$ cat config.mk
export PLATFORM = sky130hd
export DESIGN_NAME = fan_adc_sampler
export DESIGN_NICKNAME = d
export VERILOG_FILES = /design/src/rtl/fan_adc_sampler.sv
export SDC_FILE = /design/constraint.sdc
export NUM_CORES = 1
export LEC_CHECK = 0
export BUFFER_PORTS_ARGS = -buffer_cell sky130_fd_sc_hd__buf_2
export CAP_MARGIN = 20
export CORE_MARGIN = 3
export CORE_UTILIZATION = 45
export DETAILED_ROUTE_END_ITERATION = 10
export PLACE_DENSITY_LB_ADDON = 0.12
export SYNTH_ARGS = -nofsm -noshare
export SYNTH_HDL_FRONTEND = slang
export SYNTH_SLANG_ARGS = --single-unit
$ cat constraint.sdc
create_clock -name clk_i -period 4.54 [get_ports clk_i]
set_input_delay 0.227 -clock clk_i [delete_from_list [all_inputs] [get_ports clk_i]]
set_output_delay 0.227 -clock clk_i [all_outputs]
set_load 0.01 [all_outputs]
$ cat src/rtl/fan_adc_sampler.sv
// ----------------------------------------------------------------------------
// fan_adc_sampler
//
// Front-end sampling stage for the fan controller. A prescaler turns the
// clk_en_i cadence into sample ticks. On each tick the raw ADC nibble is
// accumulated if ADC_valid_i is high. After 2^AVG_LOG2 accepted samples the
// block spends one PUBLISH cycle, registers the average into ADC_value_o and
// pulses dataVaild_STRB_o for one clk_i cycle.
//
// Build option:
//   FAN_SAMPLER_ROUND_EN  defined   -> round-half-up average
//                         undefined -> floor average (sum >> AVG_LOG2)
//
// Ports:
//   clk_i             rising-edge clock
//   rst_i             synchronous, active-high reset
//   clk_en_i          clock enable for the prescaler
//   config_en_i       high holds the block in HOLD (clears the window)
//   ADC_raw_i         raw unsigned ADC sample
//   ADC_valid_i       raw sample valid, looked at only on a tick
//   ADC_value_o       averaged value, held between strobes
//   dataVaild_STRB_o  one-cycle pulse marking a new ADC_value_o
//   miss_o            sticky: a tick found ADC_valid_i low
// ----------------------------------------------------------------------------
module fan_adc_sampler #(
    parameter int ADC_BITWIDTH = 4,
    parameter int PRESCALE     = 10,
    parameter int AVG_LOG2     = 2
) (
    input  logic                    clk_i,
    input  logic                    rst_i,
    input  logic                    clk_en_i,
    input  logic                    config_en_i,
    input  logic [ADC_BITWIDTH-1:0] ADC_raw_i,
    input  logic                    ADC_valid_i,
    output logic [ADC_BITWIDTH-1:0] ADC_value_o,
    output logic                    dataVaild_STRB_o,
    output logic                    miss_o
);

    localparam int SUM_W = ADC_BITWIDTH + AVG_LOG2;
    localparam int CNT_W = $clog2(PRESCALE);
    localparam int N_W   = AVG_LOG2 + 1;

    localparam logic [CNT_W-1:0] PRE_LAST = CNT_W'(PRESCALE - 1);
    localparam logic [N_W-1:0]   N_FULL   = N_W'(1 << AVG_LOG2);

    localparam logic [1:0] ST_ACCUM   = 2'd0;
    localparam logic [1:0] ST_PUBLISH = 2'd1;
    localparam logic [1:0] ST_HOLD    = 2'd2;

    logic [1:0]              state_q,   state_d;
    logic [CNT_W-1:0]        pre_cnt_q, pre_cnt_d;
    logic [SUM_W-1:0]        sum_q,     sum_d;
    logic [N_W-1:0]          n_q,       n_d;
    logic                    miss_q,    miss_d;
    logic [ADC_BITWIDTH-1:0] value_q,   value_d;
    logic                    strobe_q,  strobe_d;

    logic                    tick;
    logic [ADC_BITWIDTH-1:0] avg;

    assign tick = clk_en_i && (pre_cnt_q == PRE_LAST);

    // The average is taken from the top bits of the sum; the sum is sized so
    // that neither the raw sum nor the rounded sum can overflow.
`ifdef FAN_SAMPLER_ROUND_EN
    localparam logic [SUM_W-1:0] ROUND_BIAS = SUM_W'(1 << (AVG_LOG2 - 1));
    logic [SUM_W-1:0] sum_rnd;
    assign sum_rnd = sum_q + ROUND_BIAS;
    assign avg     = sum_rnd[SUM_W-1:AVG_LOG2];
`else
    assign avg     = sum_q[SUM_W-1:AVG_LOG2];
`endif

    always_comb begin
        // NOTE: every _d gets a default first, so no path can infer a latch.
        state_d   = state_q;
        pre_cnt_d = pre_cnt_q;
        sum_d     = sum_q;
        n_d       = n_q;
        miss_d    = miss_q;
        value_d   = value_q;
        strobe_d  = 1'b0;

        if (config_en_i) begin
            // HOLD wins over any tick, including a completing one.
            state_d   = ST_HOLD;
            pre_cnt_d = '0;
            sum_d     = '0;
            n_d       = '0;
            miss_d    = 1'b0;
        end else begin
            if (clk_en_i) begin
                pre_cnt_d = (pre_cnt_q == PRE_LAST) ? '0 : pre_cnt_q + 1'b1;
            end

            // PUBLISH clears the window first; a tick handled below then
            // lands in the fresh window. Leaving HOLD resumes as ACCUM.
            state_d = ST_ACCUM;
            if (state_q == ST_PUBLISH) begin
                value_d  = avg;
                strobe_d = 1'b1;
                sum_d    = '0;
                n_d      = '0;
            end

            if (tick) begin
                if (ADC_valid_i) begin
                    sum_d = sum_d + SUM_W'(ADC_raw_i);
                    n_d   = n_d + 1'b1;
                    if (n_d == N_FULL) begin
                        state_d = ST_PUBLISH;
                    end
                end else begin
                    miss_d = 1'b1;
                end
            end
        end
    end

    always_ff @(posedge clk_i) begin
        // NOTE: state updates use <= so every register samples pre-edge values.
        if (rst_i) begin
            state_q   <= ST_ACCUM;
            pre_cnt_q <= '0;
            sum_q     <= '0;
            n_q       <= '0;
            miss_q    <= 1'b0;
            value_q   <= '0;
            strobe_q  <= 1'b0;
        end else begin
            state_q   <= state_d;
            pre_cnt_q <= pre_cnt_d;
            sum_q     <= sum_d;
            n_q       <= n_d;
            miss_q    <= miss_d;
            value_q   <= value_d;
            strobe_q  <= strobe_d;
        end
    end

    assign ADC_value_o      = value_q;
    assign dataVaild_STRB_o = strobe_q;
    assign miss_o           = miss_q;

endmodule

==> results.md, run 1 <==
- Comb pwr share: 0.054
- CTS resizes: 0
- Asr flop ratio synth: 0
- Hold-fix buffers, CTS: 0
- Crit-path cells: nand2b_1, and2_1, ha_1, inv_1, fa_1, nor2b_1, o21ai_0, a21oi_1, mux2i_1
- Yosys top cell area share: 0.4088
- Startpoint type of the worst setup path: flip-flop
- Num CTS Buffers: 3
- Register-to-Register Setup Slack: between 2 and 2.5 ns
- TNS Setup: 0 ns
- Via count: roughly 790
- Switching portion of total power: 0.2209
- Clk slew on worst S/H paths: about 0.11 ns
- Seq pwr share: 0.646
- Finished Core Util: 0.5552
- WL/cell: approximately 11 microns
- Worst Path Required: between 4 and 5 ns
- Area of the die: roughly 0.0029 sq mm
- Setup ws final: approximately 2.3 ns
- Worst Path Arrival: around 2.5 ns
- Post-Route WL: 1816 microns
- Initial antenna violation count: 0
- Internal: around 0.22 mW
- First-pass GRT wire length: about 3300 microns
- Mapped Cells: approximately 120
- Pwr dens: approximately 250 mW/mm^2
- I/O pin total: 15
- Core ar.: roughly 0.0021 sq mm
- EDFF count, synth: 0
- Fin Clk Skew: between 0.002 and 0.003 ns
- Peak fanout along the critical path: 17
- Largest cells by area after synthesis: dfxtp_1, ha_1, a21oi_1
- Layout net count: 151
- Post-DP HPWL: between 1000 and 1500 microns
- Final Hold Viols: 0
- Outcome: finished clean
- Syn_nets: roughly 130
- Design Power: roughly 0.29 mW
- Fin crit period: ~2.2 ns
- Max-slew headroom at the worst pin: 0.6526
- Setup Crit Path Kind: flip-flop to flip-flop
- Pin count of the biggest net entering global routing: 18
- Most frequent cells in the layout: dfxtp_1, nand2_1, buf_2, a21oi_1, nor2_1
- Prevailing post-synth register cell: dfxtp_1
- Slowest cell delay on critical path: around 0.43 ns
- FMAX: between 400 and 500 MHz
- Reg-to-Reg End: sum_q[4]$_SDFF_PP0_
- Final setup vio count: 0
- Worst setup startpoint: state_q[1]$_SDFF_PP0_
- Hold path depth: 2
- Global route total overflow: 0
- CTS Buffer Depth: 2
- Clock network power share: 0.301
- Period Utilization, post-route: 0.4906
- H-tree levels: 1
- Reg2Reg Depth: 9
- Min Hold Slack: 0.1667 ns
- Syn. warnings: 0
- Mapped Area: roughly 0.0010 sq mm
- Root Buffer: clkbuf_4
- N_diodes: 0
- Row count: 16
- Initial DRC count: 13
- Most common cell after layout, fill and taps aside: dfxtp_1
- Buffers added on ports: 14
- Syn_area_per_cell: slightly below 9 sq um
- Number of global-route vias before repair: approximately 790
- Vias/cell: a little under 5
- # clock sinks: 21
- Area growth syn-to-layout: 11.31%
- Peak supply drop: between 0.00015 and 0.0002 V
- Drt pass-1 iters: 4
- FF+latch count, synth: 21
- Layout cells sized above 1: 0.2015
- Die height: roughly 54 microns
- Setup crit end kind: flip-flop
- Pre-CTS setup slack: about 2.3 ns
- Reg2reg start: state_q[1]$_SDFF_PP0_
- Sw power: 0.06373 mW
- Postcts setup bufs: 0
- CTS tree: built
- Worst Tran Pin Value: ~0.52 ns
- Slowest stage cell, crit path: nand2b_1
- Distinct cells, synth: 30
- Number of remaining DRC errors: 0
- Gp weighted congestion: roughly 0.69
- Setup crit end: sum_q[4]$_SDFF_PP0_
- Initial Util: 0.4988
- GR Util All Layers: 0.1571
- Cell taking the most area after synthesis: dfxtp_1
- Post-synthesis sequential area ratio: 0.4088
- Clock latency on the worst-skew pair: approximately 0.3 ns
- Slew Limit Fails: 0
- Max Cap Viol: 0
- Class of the worst hold path: primary input to flip-flop
- Die Span X: 53.81 microns
- P_leak: 0.4725 nW
- Fillers: a little over 200
- Detail Route Antenna Nets: 0
- RSZ-0062 raised after global routing: no
-- through the flow --
stage	instances	area, sq um
3_5_place_dp	157	1117
2_1_floorplan	118	1028
6_report	161	1145
4_1_cts	161	1145
3_3_place_gp	157	1117
5_1_grt	161	1145
-- worst min-delay path by stage --
stage	from	endpoint
6_report	rst_i	ADC_value_o[2]$_SDFFE_PP0P_
5_1_grt	rst_i	ADC_value_o[2]$_SDFFE_PP0P_
4_1_cts	rst_i	ADC_value_o[0]$_SDFFE_PP0P_
3_5_place_dp	sum_q[2]$_SDFF_PP0_	ADC_value_o[0]$_SDFFE_PP0P_
3_3_place_gp	sum_q[2]$_SDFF_PP0_	ADC_value_o[0]$_SDFFE_PP0P_
2_1_floorplan	rst_i	ADC_value_o[0]$_SDFFE_PP0P_
-- area by class of cell --
class / instances / area (sq um) / share of cell area
Multi-Input combinational cell: 91 / 578.1 / 0.5049
Sequential cell: 21 / 420.4 / 0.3672
Timing Repair Buffer: 14 / 70.07 / 0.06120
Tap cell: 27 / 33.78 / 0.02951
Clock buffer: 3 / 22.52 / 0.01967
Inverter: 4 / 15.01 / 0.01311
Clock inverter: 1 / 5.005 / 0.004372
-- cell usage after synthesis (2+ instances only) --
master	number
nor2_1	11
xnor2_1	4
nor2b_1	3
o21a_1	2
a21oi_1	13
or2_2	2
xor2_1	2
nor3_1	2
nand3_1	3
nand2_1	17
a211o_2	2
o21ai_0	7
ha_1	6
inv_1	4
dfxtp_1	21
and2_1	5
-- layer usage --
layer / up-vias / routed length [microns] / track usage
met4: 0 / 13 / 0.07660
met2: 11 / 831 / 0.2419
met5: - / 0 / 0
li1: 437 / - / -
met1: 341 / 895 / 0.2120
met3: 2 / 76 / 0.02493
-- cell families after synthesis --
group / synth area share
AOI/OAI and AO/OA: 0.1581
xor gates and xnor gates: 0.05109
adders and majority gates: 0.09246
buffers and inverters: 0.02919
DFF: 0.4088
muxes: 0.02068
and+or+nand+nor: 0.2397
-- power by group through the flow --
stage          registers [mW]  clock network [mW]  logic (mW)
2_1_floorplan           0.190                   0     0.00839
3_3_place_gp            0.190                   0      0.0152
3_5_place_dp            0.190                   0      0.0153
4_1_cts                 0.186              0.0928      0.0155
5_1_grt                 0.187              0.0997      0.0180
6_report                0.186              0.0868      0.0154
-- registers in the layout, summed over array words and instances, names as in the netlist --
register	cells
sum_q	6
ADC_value_o	4
pre_cnt_q	4
n_q	3
state_q	2
dataVaild_STRB_o	1
miss_o	1
-- worst max-delay path, delay by kind of cell, from the launching register on --
family                     cells  cell delay [ns]
adders and majority gates      2             0.56
AOI/OAI and AO/OA              2             0.27
DFF                            1             0.32
muxes                          1             0.19
and+or+nand+nor                3             0.78
buffers and inverters          1             0.05
Note: power is estimated with default switching activity, not from simulation.
==> run 2, diff against run 1 <==
ABC_AREA = 1   (was not set)
clock period = 1.95 ns   (was 4.54 ns; I/O delays follow)
==> results.md, run 2 <==
- CTS Buffer Depth: 2
- Most common cell after layout, fill and taps aside: nand2_1
- Post-DP HPWL: 1398 microns
- First-pass GRT wire length: 3077 microns
- Peak supply drop: approximately 0.00027 V
- Die Span X: about 54 microns
- Gp weighted congestion: about 0.75
- Syn. warnings: 0
- Largest Register: sum_q
- Worst hold start: clk_en_i
- WP buf/inv: 3
- Area growth syn-to-layout: 11.66%
- Largest register FFs: 6
- RSZ-0062 raised after global routing: no
- Final Hold Viols: 0
- Die height: ~54 microns
- Area of the die: roughly 0.003 sq mm
- Global route total overflow: 0
- Slew Limit Fails: 0
- Most frequent cells in the layout: nand2_1, dfxtp_1, inv_1, nor2_1, buf_2
- I/O pin total: 15
- CTS resizes: 0
- Yosys top cell area share: 0.4038
- Layout Cells excl Fill: between 150 and 200
- FF+latch count, synth: 21
- Worst Path Arrival: 1.92 ns
- Slowest stage cell, crit path: fa_1
- Detail Route Antenna Nets: 0
- Post-Route WL: between 1500 and 2000 microns
- N_diodes: 0
- Startpoint type of the worst setup path: flip-flop
- Distinct cells, synth: 23
- Slowest cell delay on critical path: 0.41 ns
- Largest cells by area after synthesis: dfxtp_1, nand2_1, inv_1
- # clock sinks: 21
- Setup crit end kind: flip-flop
- Initial antenna violation count: 0
- Class of the worst hold path: primary input to flip-flop
- CP delay by family, top: simple AND/OR/NAND/NOR gates
- EDFF count, synth: 0
- Initial DRC count: 15
- Fin crit period: around 1.7 ns
- Max-slew headroom at the worst pin: 0.7762
- Reg2reg start: state_q[1]$_SDFF_PP0_
- Worst Tran Pin Value: between 0.3 and 0.4 ns
- Prevailing post-synth register cell: dfxtp_1
- WL/cell: roughly 9.8 microns
- Clock latency on the worst-skew pair: ~0.30 ns
- Number of global-route vias before repair: 771
- Pin count of the biggest net entering global routing: 13
- Asr flop ratio synth: 0
- Vias/cell: roughly 4.6
- FMAX: 579.0 MHz
- Peak fanout along the critical path: 2
- Pwr dens: ~600 mW/mm^2
- Clk slew on worst S/H paths: approximately 0.12 ns
- Layout cells sized above 1: 0.1456
- Syn_area_per_cell: 7.383 sq um
- Post-synthesis sequential area ratio: 0.4038
- Syn_nets: between 150 and 200
- Fin Clk Skew: 0.003085 ns
- Mapped Area: 0.001041 sq mm
- P_leak: ~0.57 nW
- CTS tree: built
- Worst Path Required: 2.15 ns
- TNS Setup: 0 ns
- Via count: 847
- Final setup vio count: 0
- Outcome: finished clean
- Initial Util: 0.5000
- Count leader, synth: nand2_1
- Register-to-Register Setup Slack: roughly 0.22 ns
- GR Util All Layers: 0.1464
- Crit-path cells: inv_1, nand2_1, nand2_1, inv_1, ha_1, inv_1, fa_1, nor2_1, nor2_1, nor3_1, nor2_1
- Max Cap Viol: 0
- Cell taking the most area after synthesis: dfxtp_1
- Period Utilization, post-route: 0.8857
- H-tree levels: 1
- Number of remaining DRC errors: 0
- Root Buffer: clkbuf_4
- Num CTS Buffers: 3
- Core ar.: around 0.0021 sq mm
- Row count: 16
- Worst setup startpoint: state_q[1]$_SDFF_PP0_
- Layout net count: between 150 and 200
- Mapped Cells: 141
- Commonest cells in the netlist: nand2_1, dfxtp_1, inv_1, nor2_1, a21oi_1
- Setup Crit Path Kind: flip-flop to flip-flop
- Buffers added on ports: 14
- Drt pass-1 iters: 4
- Cell total after placement: between 150 and 200
[run 2: worst register-to-register path, cell delays in order, from the launching register on]
cell and delay (ns):
dfxtp_1 0.33, inv_1 0.04, nand2_1 0.06, nand2_1 0.07, inv_1 0.06, ha_1 0.15
inv_1 0.05, fa_1 0.41, nor2_1 0.12, nor2_1 0.08, nor3_1 0.19, nor2_1 0.07
[run 2: path summary, 6_finish.rpt]
path | cells past startpoint | endpoint
worst max-delay path | 11 | sum_q[4]$_SDFF_PP0_
worst min-delay path | 3 | pre_cnt_q[0]$_SDFFE_PP0P_
worst max register to register | 11 | sum_q[4]$_SDFF_PP0_
worst min register to register | 2 | ADC_value_o[1]$_SDFFE_PP0P_
[run 2: layer usage]
| layer | GRT usage | vias up | routed length, microns |
|---|---|---|---|
| li1 | - | 474 | - |
| met1 | 0.1930 | 362 | 953 |
| met2 | 0.2218 | 9 | 783 |
| met3 | 0.03324 | 2 | 62 |
| met4 | 0.07469 | 0 | 10 |
| met5 | 0 | - | 0 |
[run 2: cell type report]
cell class              count  area (sq um)
well taps                  27         33.78
clock buffers               4         26.28
inverters                  22         82.58
multi-input cells          95         511.7
fillers                   227         919.6
flip-flops and latches     21         420.4
repair buffers             16         87.58
[run 2: power by group]
part | switching [mW] | leakage [nW] | total, mW | internal (mW)
Sequential | 0.00175 | 0.170 | 0.433 | 0.431
Clock | 0.128 | 0.0150 | 0.208 | 0.0796
Combinational | 0.0222 | 0.383 | 0.0373 | 0.0151
[run 2: timing repair]
item	4_1_cts	5_1_grt
hold endpoints to repair	1	0
endpoints found under the setup margin	0	0
hold buffers	1	0
buffers inserted	0	0
[run 2: cell families after synthesis]
| group | synth area share |
|---|---|
| simple gates | 0.2644 |
| buf+inv | 0.1046 |
| flops | 0.4038 |
| xor+xnor | 0.02524 |
| compound gates | 0.1106 |
| fa+ha+maj | 0.09135 |
[run 2: metrics by stage]
step | power (mW) | instance area (sq um) | util | hold WS, ns | setup slack (ns)
finish | 0.6780 | 1162 | 0.5583 | 0.06794 | 0.2230
global route | 0.7167 | 1162 | 0.5583 | 0.05880 | 0.05247
CTS | 0.6872 | 1162 | 0.5583 | 0.05605 | 0.2058
detailed placement | 0.4785 | 1126 | 0.5409 | 0.3340 | 0.2557
global placement | 0.4776 | 1126 | 0.5409 | 0.3317 | 0.2654
floorplan | 0.4644 | 1041 | - | 0.1666 | 0.2412
